<file path="src/rtl/modred_arbiter.sv">
// modred_arbiter
//   Shares one serial modular-reduction engine among NUM_REQ requesters.
//   A round-robin pick in IDLE captures one requester's operands, launches the
//   engine for a single cycle, waits for its done pulse and then holds the
//   result on the shared response bus until the granted requester accepts it.
//
// Parameters
//   NUM_REQ      number of requesters
//   DATA_LENGTH  operand / result width in bits
//
// Ports
//   clk_i, rst_i          clock, synchronous active-high reset
//   req_valid_i/ready_o   per-requester request handshake (ready is one-hot)
//   req_x_i/m_i/m_bl_i    per-requester operand, modulus, modulus bit-length,
//                         packed as NUM_REQ slices of DATA_LENGTH bits
//   rsp_valid_o/ready_i   per-requester response handshake (valid is one-hot)
//   rsp_result_o          shared result, qualified by rsp_valid_o
//   eng_start_o, eng_*_o  engine launch pulse and held operands
//   eng_result_i/valid_i  engine result and single-cycle done pulse
//   busy_o                high whenever a transaction is in flight
//
// Build option
//   MODRED_ARB_BYPASS_EN  when defined, requests with x < m skip the engine
//                         and respond with x directly.

module modred_arbiter #(
    parameter int NUM_REQ     = 4,
    parameter int DATA_LENGTH = 64
) (
    input  logic                           clk_i,
    input  logic                           rst_i,
    input  logic [NUM_REQ-1:0]             req_valid_i,
    output logic [NUM_REQ-1:0]             req_ready_o,
    input  logic [NUM_REQ*DATA_LENGTH-1:0] req_x_i,
    input  logic [NUM_REQ*DATA_LENGTH-1:0] req_m_i,
    input  logic [NUM_REQ*DATA_LENGTH-1:0] req_m_bl_i,
    output logic [NUM_REQ-1:0]             rsp_valid_o,
    input  logic [NUM_REQ-1:0]             rsp_ready_i,
    output logic [DATA_LENGTH-1:0]         rsp_result_o,
    output logic                           eng_start_o,
    output logic [DATA_LENGTH-1:0]         eng_x_o,
    output logic [DATA_LENGTH-1:0]         eng_m_o,
    output logic [DATA_LENGTH-1:0]         eng_m_bl_o,
    input  logic [DATA_LENGTH-1:0]         eng_result_i,
    input  logic                           eng_valid_i,
    output logic                           busy_o
);

    localparam int PTR_W = (NUM_REQ > 1) ? $clog2(NUM_REQ) : 1;

    localparam logic [1:0] S_IDLE    = 2'd0;
    localparam logic [1:0] S_ISSUE   = 2'd1;
    localparam logic [1:0] S_WAIT    = 2'd2;
    localparam logic [1:0] S_RESPOND = 2'd3;

    logic [1:0]             state_q,  state_d;
    logic [PTR_W-1:0]       rr_ptr_q, rr_ptr_d;
    logic [PTR_W-1:0]       grant_q,  grant_d;
    logic [DATA_LENGTH-1:0] x_q,      x_d;
    logic [DATA_LENGTH-1:0] m_q,      m_d;
    logic [DATA_LENGTH-1:0] m_bl_q,   m_bl_d;
    logic [DATA_LENGTH-1:0] result_q, result_d;

    logic                   found;
    logic [PTR_W-1:0]       sel;
    logic [DATA_LENGTH-1:0] x_sel, m_sel, m_bl_sel;
    logic [NUM_REQ-1:0]     sel_oh, grant_oh;
    logic                   rsp_ack;

    // Round-robin pick: scan offsets 0..NUM_REQ-1 from rr_ptr, first valid wins.
    always_comb begin
        found = 1'b0;
        sel   = '0;
        for (int unsigned k = 0; k < NUM_REQ; k++) begin
            for (int unsigned i = 0; i < NUM_REQ; i++) begin
                if (!found && req_valid_i[i] &&
                    (((32'(rr_ptr_q) + k) % NUM_REQ) == i)) begin
                    found = 1'b1;
                    sel   = PTR_W'(i);
                end
            end
        end
    end

    always_comb begin
        x_sel    = '0;
        m_sel    = '0;
        m_bl_sel = '0;
        sel_oh   = '0;
        grant_oh = '0;
        for (int unsigned i = 0; i < NUM_REQ; i++) begin
            if (PTR_W'(i) == sel) begin
                x_sel     = req_x_i[i*DATA_LENGTH +: DATA_LENGTH];
                m_sel     = req_m_i[i*DATA_LENGTH +: DATA_LENGTH];
                m_bl_sel  = req_m_bl_i[i*DATA_LENGTH +: DATA_LENGTH];
                sel_oh[i] = 1'b1;
            end
            if (PTR_W'(i) == grant_q) begin
                grant_oh[i] = 1'b1;
            end
        end
    end

    // Only the granted requester's ready bit can complete the response.
    assign rsp_ack = |(grant_oh & rsp_ready_i);

    always_comb begin
        state_d  = state_q;
        rr_ptr_d = rr_ptr_q;
        grant_d  = grant_q;
        x_d      = x_q;
        m_d      = m_q;
        m_bl_d   = m_bl_q;
        result_d = result_q;
        case (state_q)
            S_IDLE: begin
                if (found) begin
                    grant_d = sel;
                    x_d     = x_sel;
                    m_d     = m_sel;
                    m_bl_d  = m_bl_sel;
`ifdef MODRED_ARB_BYPASS_EN
                    // Already reduced: answer with x and leave the engine idle.
                    if (x_sel < m_sel) begin
                        result_d = x_sel;
                        state_d  = S_RESPOND;
                    end else begin
                        state_d  = S_ISSUE;
                    end
`else
                    state_d = S_ISSUE;
`endif
                end
            end
            S_ISSUE: begin
                state_d = S_WAIT;
            end
            S_WAIT: begin
                if (eng_valid_i) begin
                    result_d = eng_result_i;
                    state_d  = S_RESPOND;
                end
            end
            S_RESPOND: begin
                if (rsp_ack) begin
                    state_d  = S_IDLE;
                    rr_ptr_d = (int'(grant_q) == NUM_REQ - 1) ? '0 : grant_q + 1'b1;
                end
            end
            default: begin
                state_d = S_IDLE;
            end
        endcase
    end

    always_ff @(posedge clk_i) begin
        if (rst_i) begin
            state_q  <= S_IDLE;
            rr_ptr_q <= '0;
            grant_q  <= '0;
            x_q      <= '0;
            m_q      <= '0;
            m_bl_q   <= '0;
            result_q <= '0;
        end else begin
            state_q  <= state_d;
            rr_ptr_q <= rr_ptr_d;
            grant_q  <= grant_d;
            x_q      <= x_d;
            m_q      <= m_d;
            m_bl_q   <= m_bl_d;
            result_q <= result_d;
        end
    end

    // Control outputs are forced low while reset is asserted, even before the
    // reset edge has returned the state register to IDLE.
    assign req_ready_o  = (!rst_i && state_q == S_IDLE && found) ? sel_oh : '0;
    assign rsp_valid_o  = (!rst_i && state_q == S_RESPOND) ? grant_oh : '0;
    assign eng_start_o  = !rst_i && (state_q == S_ISSUE);
    assign busy_o       = !rst_i && (state_q != S_IDLE);
    assign rsp_result_o = result_q;
    assign eng_x_o      = x_q;
    assign eng_m_o      = m_q;
    assign eng_m_bl_o   = m_bl_q;

endmodule

</file>
<file path="config.mk">
export PLATFORM = sky130hd
export DESIGN_NAME = modred_arbiter
export DESIGN_NICKNAME = d
export VERILOG_FILES = /design/src/rtl/modred_arbiter.sv
export SDC_FILE = /design/constraint.sdc
export NUM_CORES = 1
export LEC_CHECK = 0
export CORE_AREA = 5 5 425 427
export CTS_CLUSTER_SIZE = 10
export DETAILED_ROUTE_END_ITERATION = 16
export DIE_AREA = 0 0 430 432
export GPL_TIMING_DRIVEN = 0
export PLACE_DENSITY = 0.4
export SLEW_MARGIN = 20
export SYNTH_ARGS = -nofsm -noshare
export SYNTH_HDL_FRONTEND = slang
export SYNTH_SLANG_ARGS = --single-unit
</file>
<file path="constraint.sdc">
create_clock -name clk_i -period 3.93 [get_ports clk_i]
set_clock_uncertainty 0.1 [all_clocks]
set_input_delay 0.393 -clock clk_i [delete_from_list [all_inputs] [get_ports clk_i]]
set_output_delay 0.393 -clock clk_i [all_outputs]
set_load 0.02 [all_outputs]
</file>
==> flow_summary.json, run 1 <==
{
  "setup_tns_ps": 0,
  "rr_worst_depth": 8,
  "first_pass_iters": 7,
  "floorplan.rows": 154,
  "drt-total-wl_microns": 162000,
  "nFillCells": 19900,
  "synth_cell_types": 47,
  "syn2layout_area_growth_pct": 102,
  "area.sequential_sq_um": 5250,
  "power_w": 0.0172,
  "start_util_pct": 8.63,
  "cts_tree": "yes",
  "die-width_microns": 430,
  "cts_made_buffers": 42,
  "syn_area_sq_um": 15200,
  "wl_per_cell_microns": 30.2,
  "worstPathArrival_ps": 3220,
  "grt_remaining_overflow": 0,
  "synth-edff-count": 0,
  "endpoint_kind": "primary output",
  "ios": 1109,
  "ff2ff_setup_slack_ps": 560,
  "yosys-top-cells-area": "dfxtp_1, a2bb2oi_1, o221ai_1",
  "h-tree-depth": 2,
  "rsz0062_at_grt": "false",
  "layout-drive-gt1-share_pct": 7.93,
  "cp-start-kind": "input port",
  "track_usage_pct": 16.4,
  "finalWeightedCongestion": 0.916,
  "antenna_found_initial": 44,
  "antenna_left": 0,
  "whs_path_depth": 3,
  "yosysSeqAreaShare_pct": 34.6,
  "die_y_microns": 432,
  "synth.avg_cell_area_sq_um": 8.34,
  "final_nets": 3819,
  "dieArea_sq_um": 186000,
  "hold_buffers": 0,
  "cp.required_ps": 3440,
  "p_leak_nw": 10.9,
  "drc": 0,
  "hpwlAfterDp_microns": 135000,
  "synthArstFlopShare_pct": 0,
  "dr_total_vias": 21100,
  "finalMaxSlewViolations": 0,
  "yosys_warnings": 0,
  "yosys.area.top_type": "dfxtp_1",
  "holdWs_ps": 213,
  "maxCapViolCount": 0,
  "path_clk_slew_ps": 50,
  "coreArea_sq_um": 176000,
  "io_buffers": 1105,
  "grt_pass1_vias": 21200,
  "grt_pass1_wl_microns": 208000,
  "irDropWorstVdd_mv": 0.280,
  "max_slew_margin_pct": 17.3,
  "outcome": "complete, no violations",
  "worst_pin_slew_ps": 1240,
  "grt_max_degree": 20,
  "finalSetupViolCount": 0,
  "hold_violations": 0,
  "ys_ff_latch": 262,
  "via_per_inst": 3.93,
  "power-per-cell-area_nw_per_um2": 562,
  "cp_max_fo": 10,
  "cts_root_buf": "clkbuf_16",
  "cts.path.max_buffers": 3,
  "worstSetupPathType": "input port to primary output",
  "hp-class": "input port to flip-flop",
  "fin_crit_ps": 3710,
  "synth_top_area_share_pct": 34.6,
  "clock_latency_ps": 630,
  "max_freq_mhz": 269,
  "syn_inst": 1818,
  "yosys_most_used_dff": "dfxtp_1",
  "multi_input_area_sq_um": 8470,
  "cts_sinks": 262,
  "first_iter_violations": 1611,
  "fin_crit_sh_pct": 94.4,
  "synth_nets": 2669
}
## Yosys cell counts, types with 2 or more instances
cell       instances
buf_2             85
ha_1               8
nor3_1             4
a21o_1             2
o21ai_0            3
o22ai_1          128
or3_1              2
and3_1             2
a211oi_1          91
o221ai_1         102
inv_1            134
o21bai_1          26
clkbuf_4           2
buf_1              7
a221oi_1          56
nor2b_1            7
nand2_1          236
and2_1             6
buf_4             15
a2bb2oi_1        102
mux2i_1           66
nand2b_1           4
o32ai_1           64
dfxtp_1          262
a21oi_1          133
clkbuf_1         106
a222oi_1          26
o211ai_1           2
a221oi_2          47
nor2_1            73
## metal layers
layer	vias up	wire length [microns]	part of all wire (%)	global-route usage, %
met5	-	150	0.093	0.256
met4	14	3580	2.2	3.77
met3	184	9950	6.1	3.55
met2	1008	83400	52	29.8
met1	10500	64800	40	19.7
li1	9371	-	-	-
## registers in the layout, summed over array words and instances (netlist names)
| register | flops |
|---|---|
| grant_q | 2 |
| eng_x_o | 64 |
| rr_ptr_q | 2 |
| eng_m_bl_o | 64 |
| eng_m_o | 64 |
| state_q | 2 |
| rsp_result_o | 64 |
## worst max-delay path: stages
cell and delay (ps):
clkdlybuf4s50_1 600, nor2b_4 240, o311ai_2 410, nand2_2 200, buf_4 250, buf_4 240, nor3_1 190, clkdlybuf4s50_1 660
## cells by family after synthesis
logic type / count (synthesis) / synth area share, %
compound gates: 790 / 41.5
buf+inv: 350 / 9.83
simple gates: 342 / 9.11
flops: 262 / 34.6
mux: 66 / 4.36
fa+ha+maj: 8 / 0.660
## where the power goes
| part | leakage (nW) | switching [W] | total [W] | internal [W] |
|---|---|---|---|---|
| logic | 8.02 | 0.00551 | 0.00910 | 0.00359 |
| registers | 2.16 | 0.000663 | 0.00410 | 0.00343 |
| clock network | 0.683 | 0.00170 | 0.00404 | 0.00234 |
| total | 10.9 | 0.00786 | 0.0172 | 0.00937 |
## worst paths after layout
check                                                   start                       endpoint
worst max register to register        state_q[0]$_SDFFE_PP0P_       eng_x_o[37]$_SDFFE_PP0P_
worst min-delay path                         eng_result_i[54]  rsp_result_o[54]$_SDFFE_PP0P_
worst min register to register  rsp_result_o[42]$_SDFFE_PP0P_  rsp_result_o[42]$_SDFFE_PP0P_
worst max-delay path                           req_valid_i[0]                 req_ready_o[2]
## layout make-up
class / count / area share (%)
buffer: 214 / 3.29
clock buffer: 62 / 3.93
antenna: 15 / 0.122
inverter: 134 / 1.64
timing repair buffer: 1108 / 36.2
multi-input combinational: 1206 / 27.6
sequential: 262 / 17.1
tap: 2340 / 9.54
clock inverter: 14 / 0.648
## per-stage QoR
stage | cell area, sq um | setup WS, ps | cells | util (%)
floorplan | 15200 | 1450 | 1818 | -
global placement | 29200 | -683 | 5263 | 16.6
detailed placement | 29200 | -701 | 5265 | 16.6
CTS | 30600 | 49.8 | 5340 | 17.4
global route | 30700 | 50.9 | 5347 | 17.5
finish | 30700 | 219 | 5355 | 17.5
## timing repair
item                                    CTS  global route
pin swaps                                 3             0
resized for setup                        12             1
endpoints found under the setup margin    4             1
buffers inserted                          1             0
cloned                                    0             0
## layout by cell type (no fill, tap or decap), drive strengths merged, types with 74 or more instances in the layout
| cell | synthesis | routed |
|---|---|---|
| a2bb2oi | 102 | 102 |
| clkdlybuf4s50 | 0 | 1103 |
| o22ai | 128 | 128 |
| nor2 | 74 | 74 |
| a21oi | 133 | 133 |
| clkbuf | 108 | 169 |
| a221oi | 103 | 103 |
| a211oi | 91 | 91 |
| dfxtp | 262 | 262 |
| o221ai | 102 | 102 |
| buf | 108 | 110 |
| inv | 134 | 137 |
| nand2 | 236 | 236 |
Power figures use the tool's default switching activity.
==> inputs of run 2 (changes only) <==
CAP_MARGIN = 20   (was not set)
SKIP_LAST_GASP = 1   (was not set)
==> flow_summary.json, run 2 (synthesized netlist as in run 1, its figures left out) <==
{
  "outcome": "complete, no violations",
  "crit_chain": "clkdlybuf4s50_1, nor2b_4, o311ai_2, nand2_2, buf_4, buf_4, nor3_1, clkdlybuf4s50_1",
  "slowest_delay_ps": 670,
  "cts_tree": "yes",
  "final_cell_mix": "clkdlybuf4s50_1, dfxtp_1, nand2_1, inv_1, a21oi_1",
  "rsz0062_at_grt": "false",
  "final_nets": 3822,
  "dr_total_vias": 21100,
  "setup_ws_ps": 218,
  "path_clk_slew_ps": 60,
  "grt_pass1_vias": 21200,
  "power_w": 0.0172,
  "power-per-cell-area_nw_per_um2": 561,
  "io_buffers": 1105,
  "grt_max_degree": 20,
  "die_y_microns": 432,
  "cts_root_buf": "clkbuf_16",
  "fin_crit_ps": 3710,
  "start_util_pct": 8.63,
  "wl_per_cell_microns": 30.2,
  "coreArea_sq_um": 176000,
  "worst_pin_slew_ps": 1190,
  "hold_violations": 0,
  "clock_latency_ps": 630,
  "maxCapViolCount": 0,
  "drt-total-wl_microns": 162000,
  "first_iter_violations": 1571,
  "hp-class": "input port to flip-flop",
  "antenna_found_initial": 44,
  "h-tree-depth": 2,
  "finalMaxSlewViolations": 0,
  "irDropWorstVdd_mv": 0.280,
  "cp-startpoint": "req_valid_i[0]",
  "dieArea_sq_um": 186000,
  "grt_pass1_wl_microns": 208000,
  "finalWeightedCongestion": 0.916,
  "cp.required_ps": 3440,
  "max_slew_margin_pct": 21.0,
  "cp_max_fo": 10,
  "fin_crit_sh_pct": 94.5,
  "dp_slack_ps": -701,
  "cts_made_buffers": 42,
  "worstSetupPathType": "input port to primary output",
  "layout.cells.most_common": "clkdlybuf4s50_1",
  "cp_top_family": "buffers and inverters",
  "cp-start-kind": "input port",
  "max_freq_mhz": 269,
  "layout-drive-gt1-share_pct": 8.06,
  "worst-path-buf-inv": 4,
  "track_usage_pct": 16.4,
  "grt_remaining_overflow": 0,
  "cts.path.max_buffers": 3,
  "hold_start": "eng_result_i[17]",
  "drc": 0,
  "syn2layout_area_growth_pct": 103,
  "worstPathArrival_ps": 3220,
  "first_pass_iters": 6,
  "p_leak_nw": 10.9,
  "die-width_microns": 430,
  "ios": 1109,
  "reg2reg_from": "state_q[0]$_SDFFE_PP0P_",
  "cts_sinks": 262,
  "via_per_inst": 3.93,
  "finalSetupViolCount": 0,
  "hpwlAfterDp_microns": 135000,
  "crit_slowest_cell": "clkdlybuf4s50_1",
  "antenna_left": 0,
  "floorplan.rows": 154,
  "endpoint_kind": "primary output"
}
run 2: per-layer routing:
layer / routed length, microns / vias up / share of wire (%) / global-route usage (%)
li1: - / 9364 / - / -
met3: 9690 / 176 / 6.0 / 3.55
met4: 3590 / 14 / 2.2 / 3.77
met1: 65100 / 10600 / 40 / 19.7
met5: 150 / - / 0.093 / 0.256
met2: 83400 / 958 / 52 / 29.8
run 2: worst paths after layout:
| kind | to | slack (ps) | depth (start not counted) |
|---|---|---|---|
| hold reg to reg | rsp_result_o[42]$_SDFFE_PP0P_ | 350 | 2 |
| setup reg to reg | eng_x_o[37]$_SDFFE_PP0P_ | 580 | 8 |
| hold / removal | rsp_result_o[17]$_SDFFE_PP0P_ | 210 | 3 |
| setup / recovery | req_ready_o[2] | 220 | 8 |
run 2: area by class of cell:
class	count	area [sq um]
Tap cell	2340	2930
Clock buffer	62	1210
Timing Repair Buffer	1111	11100
Inverter	134	503
Antenna cell	15	37.5
Fill cell	19900	145000
Buffer	214	1020
Sequential cell	262	5250
Multi-Input combinational cell	1206	8470
Clock inverter	14	199
run 2: worst register-to-register path: cells and delay by family (launching register included):
kind	cells	cell delay, ps
AOI/OAI and AO/OA	2	430
adders and majority gates	1	300
buffers and inverters	4	1950
DFF	1	330
and+or+nand+nor	1	160
run 2: power by group:
part / switching, W / total, W / internal, W
registers: 0.000663 / 0.00410 / 0.00343
clock network: 0.00169 / 0.00404 / 0.00234
logic: 0.00552 / 0.00911 / 0.00360
total: 0.00787 / 0.0172 / 0.00937
run 2: timing repair:
| action | in CTS | in global routing |
|---|---|---|
| gates resized for setup | 11 | 7 |
| hold buffers | 0 | 0 |
| hold endpoints to repair | 0 | 0 |
| buffers inserted | 1 | 3 |
| endpoints found under the setup margin | 4 | 2 |
| pin swaps | 3 | 1 |
run 2: per-stage QoR:
| step | utilization (%) | setup TNS (ps) | area, sq um | std cells | hold slack [ps] |
|---|---|---|---|---|---|
| after floorplan | - | 0 | 15200 | 1818 | 378 |
| after global placement | 16.6 | -9410 | 29200 | 5263 | 343 |
| after detailed placement | 16.6 | -4190 | 29200 | 5265 | 348 |
| after CTS | 17.4 | -92.7 | 30700 | 5340 | 111 |
| after global routing | 17.5 | 0 | 30700 | 5350 | 150 |
| final | 17.5 | 0 | 30700 | 5358 | 214 |
